## config.mk

```make
export PLATFORM = sky130hd
export DESIGN_NAME = itlb_l2_tlb_req_ctrl
export DESIGN_NICKNAME = d
export VERILOG_FILES = /design/src/rtl/itlb_l2_tlb_req_ctrl_pkg.sv /design/src/rtl/itlb_l2_tlb_req_ctrl_pe_lsb.sv /design/src/rtl/itlb_l2_tlb_req_ctrl.sv
export SDC_FILE = /design/constraint.sdc
export NUM_CORES = 1
export LEC_CHECK = 0
export BUFFER_PORTS_ARGS = -buffer_cell sky130_fd_sc_hd__buf_2
export CAP_MARGIN = 40
export CORE_MARGIN = 8
export CORE_UTILIZATION = 35
export DETAILED_ROUTE_END_ITERATION = 10
export MAX_ROUTING_LAYER = met4
export PLACE_DENSITY_LB_ADDON = 0.08
export SYNTH_ARGS = -nofsm -noshare
export SYNTH_HDL_FRONTEND = slang
export SYNTH_SLANG_ARGS = --single-unit
```

## constraint.sdc

```tcl
create_clock -name CLK -period 2.95 [get_ports CLK]
set_input_delay 0.295 -clock CLK [delete_from_list [all_inputs] [get_ports CLK]]
set_output_delay 0.295 -clock CLK [all_outputs]
set_load 0.005 [all_outputs]
```

## src/rtl/itlb_l2_tlb_req_ctrl_pkg.sv

```systemverilog
// Shared types for the ITLB -> L2 TLB miss-request path: geometry, Sv32 PTE layout
// and the per-tag request entry.
package itlb_l2_tlb_req_ctrl_pkg;

    localparam int unsigned ITLB_L2_TLB_REQ_TAG_COUNT = 4;
    localparam int unsigned ITLB_L2_TLB_REQ_TAG_WIDTH = 2;
    localparam int unsigned VPN_WIDTH                 = 20;
    localparam int unsigned ASID_WIDTH                = 16;

    typedef struct packed {
        logic [21:0] ppn;
        logic [1:0]  rsw;
        logic        d;
        logic        a;
        logic        g;
        logic        u;
        logic        x;
        logic        w;
        logic        r;
        logic        v;
    } pte_t;

    typedef enum logic [1:0] {
        FREE,
        PENDING,
        SENT,
        SQUASHED
    } itlb_req_state_t;

    typedef struct packed {
        itlb_req_state_t        state;
        logic [VPN_WIDTH-1:0]   VPN;
        logic [ASID_WIDTH-1:0]  ASID;
    } itlb_req_entry_t;

endpackage

```

## src/rtl/itlb_l2_tlb_req_ctrl_pe_lsb.sv

```systemverilog
// Lowest-index priority encoder: reports whether any request bit is set and the
// index of the least significant one.
module itlb_l2_tlb_req_ctrl_pe_lsb #(
    parameter int unsigned WIDTH = 4,
    parameter int unsigned IDX_W = 2
) (
    input  logic [WIDTH-1:0] i_req,
    output logic             o_valid,
    output logic [IDX_W-1:0] o_idx
);

    always_comb begin
        o_valid = 1'b0;
        o_idx   = '0;
        // Walk downward so the last hit written is the lowest index.
        for (int i = WIDTH - 1; i >= 0; i--) begin
            if (i_req[i]) begin
                o_valid = 1'b1;
                o_idx   = IDX_W'(i);
            end
        end
    end

endmodule

```

## src/rtl/itlb_l2_tlb_req_ctrl.sv

```systemverilog
// ITLB miss-request controller: merges duplicate misses, tracks one tagged request per
// unique miss towards the L2 TLB and turns tagged responses into a registered ITLB fill.
module itlb_l2_tlb_req_ctrl
    import itlb_l2_tlb_req_ctrl_pkg::*;
(
    input  logic                                 CLK,
    input  logic                                 nRST,
    input  logic                                 miss_valid,
    input  logic [VPN_WIDTH-1:0]                 miss_VPN,
    input  logic [ASID_WIDTH-1:0]                miss_ASID,
    output logic                                 miss_ready,
    output logic                                 req_valid,
    output logic [ITLB_L2_TLB_REQ_TAG_WIDTH-1:0] req_tag,
    output logic [VPN_WIDTH-1:0]                 req_VPN,
    output logic [ASID_WIDTH-1:0]                req_ASID,
    input  logic                                 req_ready,
    input  logic                                 resp_valid,
    input  logic [ITLB_L2_TLB_REQ_TAG_WIDTH-1:0] resp_tag,
    input  pte_t                                 resp_pte,
    input  logic                                 resp_is_4MB,
    input  logic                                 resp_page_fault,
    output logic                                 fill_valid,
    output logic [VPN_WIDTH-1:0]                 fill_VPN,
    output logic [ASID_WIDTH-1:0]                fill_ASID,
    output pte_t                                 fill_pte,
    output logic                                 fill_is_4MB,
    output logic                                 fill_page_fault,
    input  logic                                 flush
);

    localparam int unsigned N  = ITLB_L2_TLB_REQ_TAG_COUNT;
    localparam int unsigned TW = ITLB_L2_TLB_REQ_TAG_WIDTH;

    itlb_req_entry_t r_entries [N];
    itlb_req_entry_t w_entries_d [N];

    logic                  r_hold;
    logic [TW-1:0]         r_hold_idx;
    logic                  r_fill_valid;
    logic [VPN_WIDTH-1:0]  r_fill_vpn;
    logic [ASID_WIDTH-1:0] r_fill_asid;
    pte_t                  r_fill_pte;
    logic                  r_fill_is_4mb;
    logic                  r_fill_page_fault;

    logic [N-1:0]  w_free;
    logic [N-1:0]  w_pend;
    logic [N-1:0]  w_match;
    logic [N-1:0]  w_resp_hit;
    logic          w_any_free;
    logic          w_any_pend;
    logic [TW-1:0] w_free_idx;
    logic [TW-1:0] w_pend_idx;
    logic [TW-1:0] w_req_idx;
    logic          w_merge;
    logic          w_accept;
    logic          w_alloc;
    logic          w_req_valid;
    logic          w_hs;
    logic          w_fill;
    logic          w_resp_live;

    // Per-entry status vectors; an entry taking a response this cycle cannot absorb a merge.
    always_comb begin
        for (int i = 0; i < N; i++) begin
            w_free[i]     = (r_entries[i].state == FREE);
            w_pend[i]     = (r_entries[i].state == PENDING);
            w_resp_hit[i] = resp_valid && (resp_tag == TW'(i)) &&
                            ((r_entries[i].state == SENT) || (r_entries[i].state == SQUASHED));
            w_match[i]    = ((r_entries[i].state == PENDING) || (r_entries[i].state == SENT)) &&
                            (r_entries[i].VPN == miss_VPN) && (r_entries[i].ASID == miss_ASID) &&
                            !w_resp_hit[i];
        end
    end

    itlb_l2_tlb_req_ctrl_pe_lsb #(
        .WIDTH (N),
        .IDX_W (TW)
    ) u_pe_free (
        .i_req   (w_free),
        .o_valid (w_any_free),
        .o_idx   (w_free_idx)
    );

    itlb_l2_tlb_req_ctrl_pe_lsb #(
        .WIDTH (N),
        .IDX_W (TW)
    ) u_pe_pend (
        .i_req   (w_pend),
        .o_valid (w_any_pend),
        .o_idx   (w_pend_idx)
    );

    assign w_merge  = |w_match;
    assign w_accept = nRST && miss_valid && !flush && (w_merge || w_any_free);
    assign w_alloc  = w_accept && !w_merge;

    // A stalled request keeps its tag even if a lower-index entry becomes PENDING meanwhile.
    assign w_req_idx   = r_hold ? r_hold_idx : w_pend_idx;
    assign w_req_valid = nRST && w_any_pend;
    assign w_hs        = w_req_valid && req_ready;

    assign w_fill      = resp_valid && (r_entries[resp_tag].state == SENT) && !flush;
    assign w_resp_live = (r_entries[resp_tag].state == SENT) ||
                         (r_entries[resp_tag].state == SQUASHED);

    always_comb begin
        for (int i = 0; i < N; i++) begin
            w_entries_d[i] = r_entries[i];
            unique case (r_entries[i].state)
                FREE: begin
                    if (w_alloc && (w_free_idx == TW'(i))) begin
                        w_entries_d[i].state = PENDING;
                        w_entries_d[i].VPN   = miss_VPN;
                        w_entries_d[i].ASID  = miss_ASID;
                    end
                end
                PENDING: begin
                    // A request that handshakes under flush is still answered by the L2 TLB.
                    if (w_hs && (w_req_idx == TW'(i))) begin
                        w_entries_d[i].state = flush ? SQUASHED : SENT;
                    end else if (flush) begin
                        w_entries_d[i].state = FREE;
                    end
                end
                SENT: begin
                    if (w_resp_hit[i]) begin
                        w_entries_d[i].state = FREE;
                    end else if (flush) begin
                        w_entries_d[i].state = SQUASHED;
                    end
                end
                SQUASHED: begin
                    if (w_resp_hit[i]) begin
                        w_entries_d[i].state = FREE;
                    end
                end
            endcase
        end
    end

    always_ff @(posedge CLK) begin
        if (!nRST) begin
            for (int i = 0; i < N; i++) begin
                r_entries[i] <= '{state: FREE, VPN: '0, ASID: '0};
            end
            r_hold            <= 1'b0;
            r_hold_idx        <= '0;
            r_fill_valid      <= 1'b0;
            r_fill_vpn        <= '0;
            r_fill_asid       <= '0;
            r_fill_pte        <= '0;
            r_fill_is_4mb     <= 1'b0;
            r_fill_page_fault <= 1'b0;
        end else begin
            for (int i = 0; i < N; i++) begin
                r_entries[i] <= w_entries_d[i];
            end
            r_hold       <= w_req_valid && !req_ready && !flush;
            r_hold_idx   <= w_req_idx;
            r_fill_valid <= w_fill;
            if (w_fill) begin
                r_fill_vpn        <= r_entries[resp_tag].VPN;
                r_fill_asid       <= r_entries[resp_tag].ASID;
                r_fill_pte        <= resp_pte;
                r_fill_is_4mb     <= resp_is_4MB;
                r_fill_page_fault <= resp_page_fault;
            end
        end
    end

    assign miss_ready      = w_accept;
    assign req_valid       = w_req_valid;
    assign req_tag         = w_req_valid ? w_req_idx : '0;
    assign req_VPN         = w_req_valid ? r_entries[w_req_idx].VPN : '0;
    assign req_ASID        = w_req_valid ? r_entries[w_req_idx].ASID : '0;
    assign fill_valid      = r_fill_valid;
    assign fill_VPN        = r_fill_vpn;
    assign fill_ASID       = r_fill_asid;
    assign fill_pte        = r_fill_pte;
    assign fill_is_4MB     = r_fill_is_4mb;
    assign fill_page_fault = r_fill_page_fault;

    // Responses may only name tags that actually have a request outstanding.
    a_resp_to_live_tag: assert property (@(posedge CLK) disable iff (!nRST)
        resp_valid |-> w_resp_live);

endmodule

```

# --- After elaboration in Yosys (flattened, before gate mapping) ---
# Memories as Yosys holds them, arrays and structs flattened.
# Index checks and enable logic that the tools add are counted.
# W data, S select, Z words.
totals:
  reg_bits: 74
  ramBits: 152
  input_bits: 78
  out_inout_bits: 111
  wordCells: 173
  n_memories: 1
op_classes:
  eq_ne: 30
  mux: 59
  bitwise_logic: 4
  n_reduce_logical: 62
mem_list:
  columns: ["memory", "words", "word_bits", "read_ports", "rd_ports_with_merged_regs", "wr", "line_no", "source"]
  rows:
  - ["r_entries", 4, 38, 6, 0, 4, "itlb_l2_tlb_req_ctrl.sv:34", "itlb_req_entry_t r_entries [N];"]
ops:
  columns: ["cell", "count"]
  rows:
  - ["$mux W38", 8]
  - ["$mux W36", 4]
  - ["$eq A20 B20 Y1", 4]
  - ["$eq A16 B16 Y1", 4]
  - ["$mux W2", 30]
  - ["$logic_and A1 B1 Y1", 38]
  - ["$pmux W2 S4", 4]
  - ["$eq A2 B2 Y1 const B", 15]
  - ["$mux W20", 1]
  - ["$mux W16", 1]
  - ["$eq A2 B1 Y1 const B", 7]
  - ["$logic_not A2 Y1", 7]
  - ["$mux W1", 11]
  - ["$logic_or A1 B1 Y1", 9]
  - ["$logic_not A1 Y1", 7]
  - ["$or A1 B1 Y1", 4]
  - ["$reduce_or A4 Y1", 1]

# --- Depth between registers and ports, before layout ---
depth:
  depth_word: 13
  depth_mapped: 11
  ltp_nobuf: 9

# --- Hierarchy ---
# From an unflattened synthesis, not the netlist that was laid out.
unflattened:
  hier_cells: 1294
  hier_area_um2: 12478.2
modules_own_cells:
  columns: ["module", "n_inst", "cells_each", "area_per_inst_um2", "seq_area_each_um2"]
  rows:
  - ["itlb_l2_tlb_req_ctrl", 1, 1280, 12408.2, 4524.3]
  - ["itlb_l2_tlb_req_ctrl_pe_lsb", 2, 7, 35.0, 0.0]

# --- Least setup slack after synthesis ---
# Ideal clock, no wire load.
synth_path:
  path_kind: "register to output"
  startpoint: "mem r_entries[2][37] (netlist name)"
  endpoint: "out req_VPN[7]"
  t_arrival_ps: 2244
  required_ps: 2655
  path_slack_ps: 411
  stages_incl_launch_ff: 9
  n_path_buf: 2
  path_cell_list: "dfxtp_1 inv_1 ha_1 nor2_1 o41a_1 buf_2 buf_2 mux4_2 and2_1"
synth_rtl:
  columns: ["item", "line_no", "source"]
  rows:
  - ["from (decl)", "itlb_l2_tlb_req_ctrl.sv:34", null]
  - ["to (decl)", "itlb_l2_tlb_req_ctrl.sv:14", "output logic [VPN_WIDTH-1:0] req_VPN,"]

==> metrics.txt <==
largest net degree at the start of global routing 58; top cell type by total area after synthesis dfxtp_1; Initial Util 0.355; Worst Path Max Fanout 6; number of synthesized flops with an enable pin 0; Hold Path Class primary input to flip-flop; Synth cell types 59; TritonCTS clock tree done; total core area 35600 sq um; synth warn 0; cts bufs inserted 28; fin crit share 1.03; pre-CTS setup slack 0.000469 ns; post-route setup slack -0.0946 ns; drt initial violations 763; Final Critical Period 3.04 ns; multi-input gate area in the final layout 7660 sq um; DR pass1 iterations 5; Clk Latency, worst-skew pair 0.56 ns; CTS sink cnt 226; prevailing post-synth register cell dfxtp_1; Vias 11200; area grow syn2layout 27.6%; Post-Syn Nets 1474; Post-Syn Instances 1380; Final Net Count 1678; Critical Path Source Type flip-flop; Worst Skew 0.0130 ns; I/O pins 189; grt ovf 0; Post-synth ARST share 0; Die Span X 206 microns; final WL 47600 microns; # rows 69; synth cell count leaders nand2_1 (295), dfxtp_1 (226), a21oi_1 (117); Power Density 479 nW/um^2; Layout Cells excl Fill 2064; Final Total Pwr 7.71 mW; Final setup viols 31; fin area 16100 sq um; max_cap viols 0; H-tree lvl count 1; Routed WL per cell 23.1 microns; critical path class flip-flop to output pin; register area 4540 sq um; CP required 2.65 ns; Final GP Congestion 0.939; port buffer count 188; nature of the critical path endpoint output pin; layout cells sized above 1 0.281; Fmax achieved 0.328 GHz; antenna violations before repair 1; Final Max Tran Viols 0; antenna violation net count after detailed routing 0; Global Route Usage Sum 0.225; Pleak 6.40 nW; first-pass GRT wire length 71200 microns; Vias/cell 5.41; Slew headroom 0.469; top-area cell type share of the netlist area 0.359; mean area per synthesized cell 9.14 sq um; filler instances 3478; Synth area leaders dfxtp_1 (36%), mux4_2 (13%), nand2_1 (8.8%); placed cell areas 14100 sq um; total die area 42400 sq um; status complete, but fails checks; Placed Cells 1964; cell with the most instances after synthesis nand2_1; register area share after synthesis 0.359; failing checks setup timing; maximum buffer depth of the clock tree 3; hold slack 0.0551 ns; vias in the first global route 11100; # DRC 0; clock slew at reported path FFs 0.06 ns; Die H 206 microns; Cell Area, Synth 12600 sq um; flops & latches, synth 226; Worst-Margin Slew 0.786 ns; final hold vios 0; RSZ-0062 raised after global routing true; dpl hpwl 33900 microns; CP arrival 2.75 ns; peak supply drop 0.423 mV; root buffer cell clkbuf_16
[logic make-up (layout without fill, tap and decap cells)]
logic type	after synthesis	count (layout)	synth area share
mux	182	182	0.216
xor+xnor	135	135	0.0937
flops	226	226	0.359
compound gates	199	199	0.0899
fa+ha+maj	16	16	0.0159
simple gates	472	472	0.170
buf+inv	150	372	0.0562
other cells	0	1	0
[sequential cells by signal, indices dropped and copies added, names as in the netlist]
register,count
r_entries,152
fill_pte,32
fill_VPN,20
fill_ASID,16
r_hold_idx,2
fill_is_4MB,1
fill_page_fault,1
fill_valid,1
r_hold,1
[layout by cell type (no fill, tap or decap), types with 22 or more instances in the layout]
| master | count |
|---|---|
| a21oi_1 | 117 |
| and2_4 | 28 |
| buf_2 | 159 |
| buf_4 | 61 |
| buf_6 | 32 |
| clkbuf_16 | 30 |
| dfxtp_1 | 217 |
| dlygate4sd3_1 | 35 |
| mux2i_1 | 110 |
| mux4_2 | 72 |
| nand2_1 | 295 |
| nand3_1 | 42 |
| nor4_1 | 22 |
| o21ai_0 | 41 |
| xnor2_1 | 28 |
| xor2_1 | 105 |
[timing repair]
item                                    in CTS  in global routing
setup buffers                               10                  4
hold buffers                                35                  0
endpoints found under the setup margin      37                 38
pin swaps                                   11                  3
resized for setup                           55                 61
cloned                                       1                  1
hold endpoints to repair                    35                  0
[final timing paths]
check        cells past startpoint  slack (ns)               end              from
max reg2reg                     12        0.25  r_entries[3][14]  r_entries[2][36]
min reg2reg                      2        0.45     fill_ASID[11]     fill_ASID[11]
max                              8       -0.09        req_VPN[9]  r_entries[2][37]
min                              3        0.06  r_entries[2][22]       miss_VPN[6]
[per-stage QoR]
stage | setup TNS, ns | util
CTS | -0.916 | 0.444
global placement | -1.34 | 0.397
detailed placement | 0 | 0.398
floorplan | 0 | -
finish | -1.23 | 0.453
global route | -2.55 | 0.453
[cell type report]
type | count | share of cell area
diodes | 1 | 0.000155
multi-input cells | 1004 | 0.476
well taps | 461 | 0.0358
repair buffers | 303 | 0.142
clock buffers | 44 | 0.0529
flip-flops and latches | 226 | 0.282
inverters | 21 | 0.00536
clock inverters | 4 | 0.00591
[critical path, cell delays in order (launching register included)]
cell,delay (ns)
dfxtp_4,0.36
inv_4,0.07
ha_4,0.17
nor2_4,0.04
o41a_4,0.55
buf_12,0.20
mux4_2,0.49
and2_1,0.18
buf_2,0.12
[power by group]
group	internal [mW]	total, mW	leakage [nW]	switching, mW
clock network	2.22	3.61	0.463	1.39
registers	3.09	3.14	1.83	0.0428
logic	0.387	0.962	4.11	0.575
[per-layer routing]
metal / GRT usage / wire length [microns]
met5: - / 0
met3: 0.0307 / 2760
met2: 0.360 / 22300
met1: 0.291 / 20900
met4: 0.0763 / 1650
Note: power is estimated with default switching activity, not from simulation.
